--- config.mk ---
export PLATFORM = sky130hd
export DESIGN_NAME = ex_mem_skid
export DESIGN_NICKNAME = d
export VERILOG_FILES = /design/src/rtl/ex_mem_skid.sv
export SDC_FILE = /design/constraint.sdc
export NUM_CORES = 1
export LEC_CHECK = 0
export ABC_CLOCK_PERIOD_IN_PS = 1950
export CAP_MARGIN = 5
export CORE_MARGIN = 2
export CORE_UTILIZATION = 47
export DETAILED_ROUTE_END_ITERATION = 8
export HOLD_SLACK_MARGIN = 0.06
export PLACE_DENSITY = 0.85
export SLEW_MARGIN = 20
export SYNTH_ARGS = -nofsm -noshare
export SYNTH_HDL_FRONTEND = slang
export SYNTH_SLANG_ARGS = --single-unit
--- constraint.sdc ---
create_clock -name clk -period 1.95 [get_ports clk]
set_input_delay 0.39 -clock clk [delete_from_list [all_inputs] [get_ports clk]]
set_output_delay 0.39 -clock clk [all_outputs]
set_load 0.05 [all_outputs]
--- src/rtl/ex_mem_skid.sv ---
// rtl/ex_mem_skid.sv - EX/MEM pipeline register with a two-entry skid buffer.
// Optional forwarding tap enabled by defining EX_MEM_FWD_BYPASS_EN.
module ex_mem_skid #(
    parameter int XLEN = 32
) (
    input  logic            clk,
    input  logic            rst_n,
    input  logic            flush,
    input  logic            in_valid,
    output logic            in_ready,
    input  logic [XLEN-1:0] in_result,
    input  logic [XLEN-1:0] in_store_data,
    input  logic [4:0]      in_rd,
    input  logic            in_reg_write,
    input  logic            in_mem_read,
    input  logic            in_mem_write,
    output logic            out_valid,
    input  logic            out_ready,
    output logic [XLEN-1:0] out_result,
    output logic [XLEN-1:0] out_store_data,
    output logic [4:0]      out_rd,
    output logic            out_reg_write,
    output logic            out_mem_read,
    output logic            out_mem_write
`ifdef EX_MEM_FWD_BYPASS_EN
    ,
    output logic            fwd_valid,
    output logic [4:0]      fwd_rd,
    output logic [XLEN-1:0] fwd_result
`endif
);

    // Entry layout: {rd, reg_write, mem_read, mem_write, store_data, result}
    localparam int EW = 2 * XLEN + 8;

    localparam logic [1:0] ST_EMPTY = 2'b00;
    localparam logic [1:0] ST_ONE   = 2'b01;
    localparam logic [1:0] ST_FULL  = 2'b10;

    logic [1:0]    r_state;
    logic          r_main_valid;
    logic          r_skid_valid;
    logic [EW-1:0] r_main;
    logic [EW-1:0] r_skid;

    logic [EW-1:0] w_in;
    logic          w_accept;
    logic          w_consume;
    logic [1:0]    w_state_nxt;
    logic          w_main_load;
    logic          w_main_from_skid;
    logic          w_skid_load;

    assign w_in = {in_rd, in_reg_write, in_mem_read, in_mem_write, in_store_data, in_result};

    // in_ready depends only on registers so out_ready never ripples upstream
    assign in_ready  = (r_state != ST_FULL) & ~r_skid_valid;
    assign out_valid = r_main_valid;
    assign w_accept  = in_valid & in_ready;
    assign w_consume = out_valid & out_ready;

    always_comb begin
        w_state_nxt      = r_state;
        w_main_load      = 1'b0;
        w_main_from_skid = 1'b0;
        w_skid_load      = 1'b0;
        case (r_state)
            ST_EMPTY: begin
                if (w_accept) begin
                    w_main_load = 1'b1;
                    w_state_nxt = ST_ONE;
                end
            end
            ST_ONE: begin
                if (w_accept && w_consume) begin
                    w_main_load = 1'b1;
                end else if (w_accept) begin
                    w_skid_load = 1'b1;
                    w_state_nxt = ST_FULL;
                end else if (w_consume) begin
                    w_state_nxt = ST_EMPTY;
                end
            end
            ST_FULL: begin
                if (w_consume) begin
                    w_main_from_skid = 1'b1;
                    w_state_nxt      = ST_ONE;
                end
            end
            default: w_state_nxt = ST_EMPTY;
        endcase
    end

    always_ff @(posedge clk or negedge rst_n) begin
        if (!rst_n) begin
            r_state      <= ST_EMPTY;
            r_main_valid <= 1'b0;
            r_skid_valid <= 1'b0;
            r_main       <= '0;
            r_skid       <= '0;
        end else if (flush) begin
            r_state      <= ST_EMPTY;
            r_main_valid <= 1'b0;
            r_skid_valid <= 1'b0;
        end else begin
            r_state      <= w_state_nxt;
            r_main_valid <= (w_state_nxt != ST_EMPTY);
            r_skid_valid <= (w_state_nxt == ST_FULL);
            if (w_main_load) begin
                r_main <= w_in;
            end else if (w_main_from_skid) begin
                r_main <= r_skid;
            end
            if (w_skid_load) begin
                r_skid <= w_in;
            end
        end
    end

    assign out_result     = r_main[XLEN-1:0];
    assign out_store_data = r_main[2*XLEN-1:XLEN];
    assign out_mem_write  = r_main_valid & r_main[2*XLEN];
    assign out_mem_read   = r_main_valid & r_main[2*XLEN+1];
    assign out_reg_write  = r_main_valid & r_main[2*XLEN+2];
    assign out_rd         = r_main[2*XLEN+7:2*XLEN+3];

`ifdef EX_MEM_FWD_BYPASS_EN
    // x0 is hardwired zero, so it never forwards
    assign fwd_valid  = out_valid & out_reg_write & (out_rd != 5'd0);
    assign fwd_rd     = out_rd;
    assign fwd_result = out_result;
`endif

endmodule

==> flow_metrics.py, run 1 <==
metrics = {
    "detailed_routing": {
        "drc": 0,
        "ant_nets": 0,
        "first_pass_iters": 4,
        "drt_wl_total_um": 14800,
        "viasPerCell": 4.87,
        "drt-initial-drc-count": 88,
        "num_vias": 3946,
        "wl_per_cell_um": 18.2,
    },
    "setup_path": {
        "path_max_fanout": 18,
        "critPathKind": "input port to flip-flop",
        "rrSetupSlack_ps": 50,
        "crit_end": "r_main[2]",
        "worstPathArrival_ps": 2220,
        "cp.required_ps": 2240,
        "timing.critical_path.from": "in_valid",
        "start_kind": "input port",
        "r2r-end": "r_main[2]",
        "r2r_cells": 7,
        "end_kind": "flip-flop",
        "r2r_start": "r_state[1]",
    },
    "final_layout": {
        "multi_input_area_um2": 3160,
        "regArea_um2": 3700,
        "instances_no_fill": 811,
        "final_util_pct": 59.8,
        "layout-drive-gt1-share_pct": 49.9,
        "n_antenna_cell": 0,
        "fillers": 1248,
        "syn_to_final_growth_pct": 23.9,
        "postLayoutCellArea_um2": 9530,
        "fin_nets": 661,
    },
    "worst_hold_path": {
        "hp-class": "flip-flop to flip-flop",
        "hold_path_depth": 1,
        "holdCritStartpoint": "r_main[40]",
    },
    "die": {
        "die_h_um": 132,
        "core_area_um2": 15900,
        "rows": 46,
        "ioPinCount": 151,
        "die-area_um2": 17400,
        "die_x_um": 132,
        "start_util_pct": 48.3,
    },
    "cts": {
        "clock_path_buffers": 2,
        "clkLatencyLatePin_ps": 410,
        "cts_made_buffers": 17,
        "htreeDepth": 4,
        "cts_sinks": 148,
        "cts_tree": "done",
        "cts_root_buf": "clkbuf_16",
        "clk_pin_slew_worst_paths_ps": 60,
    },
    "global_route": {
        "overflow": 0,
        "grt_max_degree": 52,
        "grt_pass1_wl_um": 23800,
        "grt_pass1_vias": 4418,
        "grt_use_total_pct": 17.4,
        "antenna_found_initial": 0,
    },
    "synthesis": {
        "synth.yosys.seq_area_share_pct": 48.1,
        "synth_fp_nets": 555,
        "syn_inst": 478,
        "ys_seq_elements": 148,
        "synth_top_area_share_pct": 48.1,
        "avgSynthCellArea_um2": 16.1,
        "synth_top_flop_cell": "dfrtp_1",
        "synth_common_cells": "dfrtp_1, mux2_4, mux2_2",
        "synth_cell_types": 20,
        "synth_area_leader_cell": "dfrtp_1",
        "ys_async_sr_fraction_pct": 100,
        "yosys_warnings": 0,
        "synth_area_leaders": "dfrtp_1, mux2_4, mux2_2",
        "yosysMostFrequentCell": "dfrtp_1",
        "synth_edf_count": 0,
        "synth_area_um2": 7690,
    },
    "place": {
        "finalWeightedCongestion": 0.789,
        "dp.final_hpwl_um": 10100,
        "placed_area_um2": 8910,
        "place_ws_ps": -459,
        "dp_cells": 776,
        "port_buffers": 150,
    },
    "timing": {
        "slew_viol_final": 0,
        "period_needed_ps": 1930,
        "tightest_slew_ps": 522,
        "fin_ws_ps": 17.9,
        "clock-skew-final_ps": 7.59,
        "max_freq_mhz": 518,
        "finalHoldViolCount": 0,
        "setup_violations": 0,
        "slew_headroom_pct": 65.2,
        "finalCritPeriodShare_pct": 99.1,
    },
    "power_and_ir_drop": {
        "leakagePower_nw": 4.42,
        "power.density_nw_per_um2": 1650,
        "irDropWorstVdd_mv": 0.893,
        "p_total_mw": 15.7,
    },
    "outcome": {
        "outcome": "complete, no violations",
    },
    "flow_run": {
        "drv_cap": 0,
    },
}
[layer usage]
metal  global-route usage (%)  wire (um)  vias up
li1                         -          -     1819
met2                     29.8       7630      101
met4                     5.98        205        0
met1                     20.7       6250     2010
met3                     5.46        717       16
met5                        0          0        -
[cell usage in the layout, fill, tap and decap left out, drive strengths merged, types with 2 or more instances in the layout]
cell,synthesis,final
a211oi,2,2
a21oi,4,4
and2,4,4
buf,91,39
clkbuf,1,25
clkdlybuf4s50,0,75
clkinv,0,5
dfrtp,148,148
dlygate4sd2,0,61
mux2,216,216
nand2b,3,3
nor2,3,3
[how the worst min path moves through the flow]
stage | endpoint | slack, ps
global placement | r_skid[50] | 380
finish | r_main[40] | 500
CTS | r_main[44] | 500
detailed placement | r_main[44] | 390
floorplan | out_valid | 90
global route | r_main[40] | 520
[power by group]
group	internal (mW)	leakage [nW]	switching (mW)
registers	4.51	1.79	0.821
clock network	1.91	0.284	1.22
logic	3.34	2.34	3.93
total	9.76	4.42	5.97
[flip-flops by register name, summed over array words and instances (netlist names)]
| register | count |
|---|---|
| r_main | 72 |
| r_skid_valid | 1 |
| r_skid | 72 |
| r_state | 2 |
| out_valid | 1 |
[stage by stage]
step / hold WS [ps] / setup TNS, ps
3_3_place_gp: 381 / -40490
4_1_cts: 503 / -21.5
2_1_floorplan: 94.4 / -2820
3_5_place_dp: 387 / -46680
5_1_grt: 523 / -30.0
6_report: 501 / 0
[critical path, stage by stage]
cell and delay (ps):
clkdlybuf4s50_1 490, nor3b_4 230, buf_6 140, o211ai_4 90, a21oi_4 180, buf_12 150, clkbuf_16 220, mux2_4 310
[kinds of logic (layout without fill, tap and decap cells)]
family,count (synthesis),in the layout,synth area share (%)
and+or+nand+nor,13,13,1.40
buffers and inverters,92,209,10.9
DFF,148,148,48.1
muxes,217,217,38.6
AOI/OAI and AO/OA,8,8,0.976
[final cells by class]
| type | instances | area share [%] |
|---|---|---|
| Clock inverter | 8 | 0.787 |
| Timing Repair Buffer | 179 | 19.2 |
| Sequential cell | 148 | 38.9 |
| Tap cell | 216 | 2.83 |
| Clock buffer | 22 | 5.18 |
| Multi-Input combinational cell | 238 | 33.2 |
[timing repair]
action / 4_1_cts / 5_1_grt
endpoints found under the setup margin: 63 / 72
hold buffers: 1 / 0
cloned: 0 / 3
buffers inserted: 0 / 1
gates resized for setup: 62 / 3
pin swaps: 0 / 1
endpoints found under the hold margin: 47 / 0
(Power assumes the default switching activity.)
==> run 2, diff against run 1 <==
- CTS_CLUSTER_SIZE: default -> 14
- SLEW_MARGIN: 20 -> default
==> results of run 2 <==
Final layout, timing and power as in run 1 (identical DEF).
==> run 3, diff against run 2 <==
- REMOVE_ABC_BUFFERS: default -> 1
==> flow_metrics.py, run 3 (synthesized netlist as in run 1, its figures left out) <==
metrics = {
    "setup_path": {
        "path_cells": "nor3b_4, and2_4, buf_12, clkbuf_16, mux2_4, mux2_4",
        "worstPathArrival_ps": 2250,
        "crit_cells": 6,
        "cpMostUsedCell": "mux2_4",
        "r2r_start": "r_skid_valid",
        "slowest_delay_ps": 420,
        "crit_end": "r_main[53]",
        "r2r-end": "r_main[53]",
        "crit_buf_inv": 2,
        "cp.required_ps": 2250,
        "start_kind": "flip-flop",
        "timing.critical_path.from": "r_skid_valid",
        "cp_top_family": "multiplexers",
        "r2r_cells": 6,
        "path_max_fanout": 8,
        "cpMaxStageDelayCell": "dfrtp_1",
        "critPathKind": "flip-flop to flip-flop",
        "end_kind": "flip-flop",
        "rrSetupSlack_ps": -10,
    },
    "place": {
        "place_ws_ps": -467,
        "dp.final_hpwl_um": 10300,
        "finalWeightedCongestion": 0.826,
        "port_buffers": 150,
        "placed_area_um2": 8890,
    },
    "final_layout": {
        "syn_to_final_growth_pct": 27.0,
        "layout-drive-gt1-share_pct": 50.2,
        "mostFrequentLayoutCells": "dfrtp_1, mux2_4, mux2_2, clkdlybuf4s50_1, dlygate4sd2_1",
        "top_regs": "r_main (72), r_skid (72), r_state (2)",
        "fin_nets": 672,
        "layout.cells.most_common": "dfrtp_1",
        "n_antenna_cell": 0,
        "postLayoutCellArea_um2": 9770,
    },
    "timing": {
        "rsz0062_at_grt": "yes",
        "tightest_slew_ps": 514,
        "slew_viol_final": 0,
        "finalHoldViolCount": 0,
        "finalCritPeriodShare_pct": 100,
        "fin_ws_ps": -9.60,
        "max_freq_mhz": 510,
        "setup_violations": 5,
        "worst_hold_slack_ps": 439,
        "slew_headroom_pct": 65.9,
        "period_needed_ps": 1960,
        "clock-skew-final_ps": 5.67,
    },
    "die": {
        "die_x_um": 132,
        "start_util_pct": 48.3,
        "core_area_um2": 15900,
        "rows": 46,
        "ioPinCount": 151,
        "die-area_um2": 17400,
        "die_h_um": 132,
    },
    "cts": {
        "cts_sinks": 148,
        "cts_made_buffers": 17,
        "clock_path_buffers": 2,
        "clkLatencyLatePin_ps": 420,
        "clk_pin_slew_worst_paths_ps": 60,
        "htreeDepth": 4,
        "cts_root_buf": "clkbuf_16",
        "cts_tree": "done",
    },
    "detailed_routing": {
        "drt-initial-drc-count": 105,
        "wl_per_cell_um": 19.5,
        "ant_nets": 0,
        "num_vias": 4086,
        "viasPerCell": 4.97,
        "drc": 0,
        "drt_wl_total_um": 16000,
        "first_pass_iters": 4,
    },
    "power_and_ir_drop": {
        "leakagePower_nw": 4.54,
        "power.density_nw_per_um2": 1660,
        "irDropWorstVdd_mv": 0.825,
        "p_total_mw": 16.3,
    },
    "global_route": {
        "grt_pass1_vias": 4695,
        "overflow": 0,
        "grt_pass1_wl_um": 24700,
        "grt_max_degree": 57,
        "grt_use_total_pct": 17.9,
        "antenna_found_initial": 0,
    },
    "outcome": {
        "outcome": "finished, violations left",
        "violations": "setup timing",
    },
    "flow_run": {
        "drv_cap": 0,
    },
    "worst_hold_path": {
        "hp-class": "input port to asynchronous set/reset pin",
    },
}
run 3: what timing repair did:
item | in CTS | in global routing
setup buffers | 0 | 7
resized for setup | 64 | 11
endpoints found under the setup margin | 90 | 73
hold buffers | 1 | 0
cloned | 0 | 9
hold endpoints to repair | 30 | 0
pin swaps | 0 | 3
run 3: layer usage:
metal	wire length (um)	track usage, %	vias to the layer above	share of wire (%)
li1	-	-	1842	-
met1	6690	21.5	2114	42
met2	8300	30.6	107	52
met3	701	4.81	23	4.4
met4	306	7.00	0	1.9
met5	0	0	-	0
run 3: worst min-delay path by stage:
| stage | cells past startpoint | endpoint | slack (ps) | start |
|---|---|---|---|---|
| CTS | 2 | r_main[64] | 440 | rst_n |
| global route | 2 | r_main[63] | 470 | rst_n |
| finish | 2 | r_main[22] | 440 | rst_n |
| floorplan | 0 | out_valid | 90 | rst_n |
| detailed placement | 1 | r_main[63] | 310 | rst_n |
| global placement | 1 | r_main[63] | 310 | rst_n |
run 3: power breakdown:
| part | switching, mW | internal (mW) |
|---|---|---|
| Combinational | 3.99 | 3.46 |
| Clock | 1.23 | 2.22 |
| Sequential | 0.839 | 4.51 |
run 3: per-stage QoR:
stage / utilization, % / std cells / TNS, ps
floorplan: - / 386 / -229990
global placement: 55.8 / 775 / -39910
detailed placement: 55.8 / 775 / -44930
CTS: 59.3 / 806 / -8.95
global route: 61.3 / 822 / -3420
finish: 61.3 / 822 / -15.7
run 3: cell type report:
class | count | area [um2]
repair buffers | 190 | 2020
fillers | 1194 | 6170
multi-input cells | 238 | 3160
clock inverters | 9 | 153
flip-flops and latches | 148 | 3700
clock buffers | 21 | 470
well taps | 216 | 270
run 3: worst register-to-register path: stages (launching register included):
cell and delay [ps]:
dfrtp_1 420, nor3b_4 290, and2_4 220, buf_12 150
clkbuf_16 180, mux2_4 310, mux2_4 260
